[src/rtl/sprite_commit_sched_pkg.sv]
// Shared types and widths for the sprite register commit scheduler.
// Holds the FSM state encoding and the packed FIFO entry layout.
package sprite_commit_sched_pkg;

  localparam int DEPTH_DEF = 4;
  localparam int ADDR_W    = 6;
  localparam int DATA_W    = 16;
  localparam int ENTRY_W   = ADDR_W + DATA_W;

  typedef enum logic [1:0] {
    ST_IDLE  = 2'd0,
    ST_ARMED = 2'd1,
    ST_DRAIN = 2'd2,
    ST_DONE  = 2'd3
  } sched_state_e;

  typedef struct packed {
    logic [ADDR_W-1:0] addr;
    logic [DATA_W-1:0] data;
  } upd_entry_t;

endpackage

[src/rtl/sprite_upd_fifo.sv]
// Synchronous FIFO of pending sprite register updates.
// Pushes when full and pops when empty are ignored; head is the oldest entry.
module sprite_upd_fifo
  import sprite_commit_sched_pkg::*;
#(
  parameter int DEPTH = DEPTH_DEF,
  parameter int LVL_W = $clog2(DEPTH) + 1
) (
  input  logic             clk,
  input  logic             rst_n,
  input  logic             push,
  input  upd_entry_t       din,
  input  logic             pop,
  output upd_entry_t       head,
  output logic [LVL_W-1:0] level
);

  localparam int PTR_W = $clog2(DEPTH);
  localparam logic [LVL_W-1:0] FULL_LVL = LVL_W'(DEPTH);

  upd_entry_t       mem [DEPTH];
  logic [PTR_W-1:0] wr_ptr;
  logic [PTR_W-1:0] rd_ptr;
  logic             do_push;
  logic             do_pop;

  assign do_push = push && (level != FULL_LVL);
  assign do_pop  = pop && (level != '0);
  assign head    = mem[rd_ptr];

  always_ff @(posedge clk) begin
    if (!rst_n) begin
      wr_ptr <= '0;
      rd_ptr <= '0;
      level  <= '0;
    end else begin
      if (do_push) wr_ptr <= wr_ptr + 1'b1;
      if (do_pop)  rd_ptr <= rd_ptr + 1'b1;
      case ({do_push, do_pop})
        2'b10:   level <= level + 1'b1;
        2'b01:   level <= level - 1'b1;
        default: level <= level;
      endcase
    end
  end

  // Storage is not reset; only entries between the pointers are ever visible.
  always_ff @(posedge clk) begin
    if (do_push) mem[wr_ptr] <= din;
  end

endmodule

[src/rtl/sprite_commit_sched.sv]
// Collects host and motion-engine sprite register updates and applies a
// snapshot of them, one per cycle, at the start of each vertical blank.
module sprite_commit_sched
  import sprite_commit_sched_pkg::*;
#(
  parameter int DEPTH = DEPTH_DEF,
  parameter int LVL_W = $clog2(DEPTH) + 1
) (
  input  logic              clk,
  input  logic              rst_n,
  input  logic              vblank,
  input  logic              a_valid,
  input  logic [ADDR_W-1:0] a_addr,
  input  logic [DATA_W-1:0] a_data,
  output logic              a_ready,
  input  logic              b_valid,
  input  logic [ADDR_W-1:0] b_addr,
  input  logic [DATA_W-1:0] b_data,
  output logic              b_ready,
  output logic              upd_valid,
  output logic [ADDR_W-1:0] upd_addr,
  output logic [DATA_W-1:0] upd_data,
  output logic              commit_done,
  output logic [LVL_W-1:0]  level,
  output logic              busy
);

  localparam logic [LVL_W-1:0] FULL_LVL = LVL_W'(DEPTH);

  sched_state_e     state;
  sched_state_e     state_nxt;
  logic [LVL_W-1:0] snap_cnt;
  logic [LVL_W-1:0] snap_nxt;
  logic             vblank_q;
  logic             vb_rise;
  logic             last_b;
  logic             space;
  logic             a_grant;
  logic             b_grant;
  logic             push;
  logic             pop;
  logic             drain_now;
  logic             done_now;
  upd_entry_t       push_entry;
  upd_entry_t       head;

  assign vb_rise = vblank && !vblank_q;
  assign space   = (level != FULL_LVL);

  // Round-robin only matters under contention; last_b=1 after reset favours A.
  assign a_grant = rst_n && space && a_valid && (!b_valid || last_b);
  assign b_grant = rst_n && space && b_valid && (!a_valid || !last_b);
  assign a_ready = a_grant;
  assign b_ready = b_grant;
  assign push    = a_grant || b_grant;

  always_comb begin
    push_entry = '0;
    if (a_grant) begin
      push_entry.addr = a_addr;
      push_entry.data = a_data;
    end else if (b_grant) begin
      push_entry.addr = b_addr;
      push_entry.data = b_data;
    end
  end

  sprite_upd_fifo #(
    .DEPTH (DEPTH),
    .LVL_W (LVL_W)
  ) u_fifo (
    .clk   (clk),
    .rst_n (rst_n),
    .push  (push),
    .din   (push_entry),
    .pop   (pop),
    .head  (head),
    .level (level)
  );

  always_ff @(posedge clk) begin
    if (!rst_n) begin
      state    <= ST_IDLE;
      snap_cnt <= '0;
      vblank_q <= 1'b0;
      last_b   <= 1'b1;
    end else begin
      state    <= state_nxt;
      snap_cnt <= snap_nxt;
      vblank_q <= vblank;
      if (push) last_b <= b_grant;
    end
  end

  // A drain interrupted by the end of blanking goes back to ARMED and keeps
  // the rest of the snapshot queued in order for the next rising edge.
  always_comb begin
    state_nxt = state;
    snap_nxt  = snap_cnt;
    drain_now = 1'b0;
    done_now  = 1'b0;
    case (state)
      ST_IDLE: begin
        if (level != '0) state_nxt = ST_ARMED;
      end
      ST_ARMED: begin
        if (vb_rise) begin
          state_nxt = ST_DRAIN;
          snap_nxt  = level;
        end
      end
      ST_DRAIN: begin
        if (snap_cnt == '0) begin
          state_nxt = ST_DONE;
        end else if (!vblank) begin
          state_nxt = ST_ARMED;
        end else begin
          drain_now = 1'b1;
          snap_nxt  = snap_cnt - 1'b1;
          if (snap_cnt == LVL_W'(1)) state_nxt = ST_DONE;
        end
      end
      ST_DONE: begin
        done_now  = 1'b1;
        state_nxt = (level != '0) ? ST_ARMED : ST_IDLE;
      end
      default: state_nxt = ST_IDLE;
    endcase
  end

  assign pop         = drain_now;
  assign upd_valid   = rst_n && drain_now;
  assign upd_addr    = upd_valid ? head.addr : '0;
  assign upd_data    = upd_valid ? head.data : '0;
  assign commit_done = rst_n && done_now;
  assign busy        = rst_n && (state != ST_IDLE);

endmodule

[config.mk]
export PLATFORM = sky130hd
export DESIGN_NAME = sprite_commit_sched
export DESIGN_NICKNAME = d
export VERILOG_FILES = /design/src/rtl/sprite_commit_sched_pkg.sv /design/src/rtl/sprite_upd_fifo.sv /design/src/rtl/sprite_commit_sched.sv
export SDC_FILE = /design/constraint.sdc
export NUM_CORES = 1
export LEC_CHECK = 0
export ABC_AREA = 1
export BUFFER_PORTS_ARGS = -buffer_cell sky130_fd_sc_hd__buf_2
export CORE_ASPECT_RATIO = 1.75
export CORE_MARGIN = 2
export CORE_UTILIZATION = 60
export DETAILED_ROUTE_END_ITERATION = 16
export PLACE_DENSITY = 0.84
export SLEW_MARGIN = 5
export SYNTH_ARGS = -nofsm -noshare
export SYNTH_HDL_FRONTEND = slang
export SYNTH_SLANG_ARGS = --single-unit
[constraint.sdc]
create_clock -name clk -period 3.7 [get_ports clk]
set_input_delay 0.185 -clock clk [delete_from_list [all_inputs] [get_ports clk]]
set_output_delay 0.185 -clock clk [all_outputs]
set_load 0.02 [all_outputs]
==> results.sh <==
export IMPL_cts_buffers=9
export IMPL_fin_nets=625
export IMPL_layout_common_cells="nand2_1 (111), edfxtp_1 (88), nor2_1 (84)"
export IMPL_path_max_fanout=45
export IMPL_via_per_inst=5.39
export IMPL_yosysSeqAreaShare_pct=62.1
export IMPL_run_status="completed"
export IMPL_rsz0062_at_grt="no"
export IMPL_leakage_uw=0.00251
export IMPL_crit_required_ns=3.51
export IMPL_hp_class="input pin to flop"
export IMPL_areaGrowthSynthToFinish_pct=15.4
export IMPL_port_buffers=78
export IMPL_place_area_sq_um=5200
export IMPL_drtAntennaViolNets=0
export IMPL_synth_ff_type="edfxtp_1"
export IMPL_clk_pin_slew_ns=0.06
export IMPL_gr_total_overflow=0
export IMPL_routed_wl_mm=9.90
export IMPL_clk_latency_ns=0.34
export IMPL_drt_iter0_drc=340
export IMPL_grt_pass1_vias=3471
export IMPL_ys_warn_count=0
export IMPL_place_congestion=0.840
export IMPL_grt_max_degree=46
export IMPL_drive_gt1_share_pct=21.0
export IMPL_cts_hold_fix_buffers=0
export IMPL_die_width_um=71.4
export IMPL_start_kind="flop"
export IMPL_max_freq_mhz=409
export IMPL_n_antenna_cell=0
export IMPL_cts_max_level=3
export IMPL_postLayoutCellArea_sq_um=5510
export IMPL_synth_top_cell_area_share_pct=55.4
export IMPL_grt_pass1_wl_mm=15.9
export IMPL_die_h_um=122
export IMPL_dp_slack_ns=1.47
export IMPL_arrival_ns=2.26
export IMPL_crit_path_frequent_cell="o21ai_0"
export IMPL_slowest_delay_ns=0.40
export IMPL_worst_clock_skew_ns=0.00683
export IMPL_end_kind="output port"
export IMPL_avgSynthCellArea_sq_um=9.70
export IMPL_dp_hpwl_mm=6.17
export IMPL_cts_sinks=104
export IMPL_fin_crit_sh_pct=66.1
export IMPL_core_area_sq_um=7800
export IMPL_cts_root_buf="clkbuf_16"
export IMPL_synth_nets=550
export IMPL_yosysTopAreaCell="edfxtp_1"
export IMPL_synth_edf_count=88
export IMPL_cts_resized=0
export IMPL_grt_usage_pct=24.1
export IMPL_synthArstFlopShare_pct=0
export IMPL_slew_violations=0
export IMPL_cap_violations=0
export IMPL_ir_drop_mv=0.454
export IMPL_crit_type="flop to output port"
export IMPL_post_cts_buffers=0
export IMPL_slew_headroom_pct=31.6
export IMPL_start_util_pct=61.2
export IMPL_final_common_cell="nand2_1"
export IMPL_worst_slew_pin_slew_ns=1.02
export IMPL_ys_ff_latch=104
export IMPL_crit_chain="buf_4, inv_2, o21ai_0, o21ai_0, nand2_1, inv_1, buf_2"
export IMPL_pwr_density_cell_nw_per_um2=480
export IMPL_hold_viol=0
export IMPL_slowest_stage="inv_2"
export IMPL_setup_slack_ns=1.26
export IMPL_vias=3565
export IMPL_synth_cell_types=30
export IMPL_route_detailed_drc=0
export IMPL_io_pins=79
export IMPL_antenna_found_initial=0
export IMPL_fin_crit_ns=2.44
export IMPL_cts_max_path_buffers=2
export IMPL_die_area_sq_um=8710
export IMPL_whs_ns=0.154
export IMPL_netlist_area_sq_um=4770
export IMPL_firstDrtPassIters=4
export IMPL_synth_area_leaders="edfxtp_1 (55%), nand2_1 (8.7%), o21ai_0 (7.1%)"
export IMPL_std_cell_rows=43
export IMPL_syn_inst=492
export IMPL_avgRoutedWirePerCell_um=15.0
export IMPL_tns_ns=0
export IMPL_finalSetupViolCount=0
export IMPL_cts_tree="yes"
final cells by class:
class,count,area (sq um)
clock buffer,12,236
clock inverter,4,68.8
fill,543,2300
inverter,51,191
multi-input combinational,316,1490
sequential,104,2960
tap,90,113
timing repair buffer,85,443
worst max-delay path, delay by kind of cell, from the launching register on:
kind	cells	cell delay (ns)
AOI/OAI and AO/OA	2	0.54
and+or+nand+nor	1	0.08
buffers and inverters	4	0.98
DFF	1	0.32
sequential cells by signal (all words and copies together) (netlist names), named ones only:
register	count
vblank_q	1
u_fifo.rd_ptr	2
state	2
u_fifo.mem	88
u_fifo.wr_ptr	2
u_fifo.level	3
last_b	1
snap_cnt	3
power breakdown:
group | internal, uW | total, uW | switching, uW
clock network | 589 | 958 | 368
logic | 101 | 315 | 214
registers | 1340 | 1370 | 27.8
layer usage:
layer / vias up / GRT usage (%) / share of wire, %
li1: 1756 / - / -
met1: 1670 / 26.1 / 36
met2: 117 / 44.6 / 57
met3: 22 / 4.22 / 4.5
met4: 0 / 11.1 / 2.7
met5: - / 0 / 0
metrics by stage:
| stage | util, % | std cells | total power [uW] |
|---|---|---|---|
| 6_report | 70.6 | 662 | 2640 |
| 3_3_place_gp | 66.7 | 646 | 1680 |
| 4_1_cts | 70.6 | 662 | 2650 |
| 2_1_floorplan | - | 492 | 1600 |
| 5_1_grt | 70.6 | 662 | 2750 |
| 3_5_place_dp | 66.7 | 646 | 1700 |
logic make-up after synthesis:
group | after synthesis | synth area share, %
flops | 104 | 62.1
buf+inv | 72 | 6.87
xor+xnor | 1 | 0.184
simple gates | 219 | 19.0
fa+ha+maj | 9 | 2.52
compound gates | 87 | 9.36
cells in the mapped netlist (2+ instances only):
| master | n |
|---|---|
| o21ai_0 | 68 |
| inv_2 | 6 |
| a21oi_2 | 2 |
| buf_2 | 9 |
| nor2_1 | 88 |
| buf_6 | 3 |
| nor2_4 | 2 |
| a21oi_1 | 8 |
| edfxtp_1 | 88 |
| nand2_1 | 111 |
| nand2_2 | 3 |
| dfxtp_1 | 16 |
| buf_4 | 3 |
| clkbuf_1 | 4 |
| ha_1 | 8 |
| inv_1 | 45 |
| nand3_2 | 2 |
| nand3_1 | 7 |
| o21ai_1 | 8 |
path summary, 6_finish.rpt:
| kind | start | to | slack (ns) | depth (start not counted) |
|---|---|---|---|---|
| setup / recovery | flop | upd_addr[0] | 1.26 | 7 |
| hold / removal | vblank | vblank_q | 0.15 | 3 |
| setup reg to reg | snap_cnt[0] | u_fifo.level[2] | 1.45 | 12 |
| hold reg to reg | snap_cnt[1] | snap_cnt[1] | 0.50 | 2 |
No activity file was read; power rests on OpenSTA's default activity.
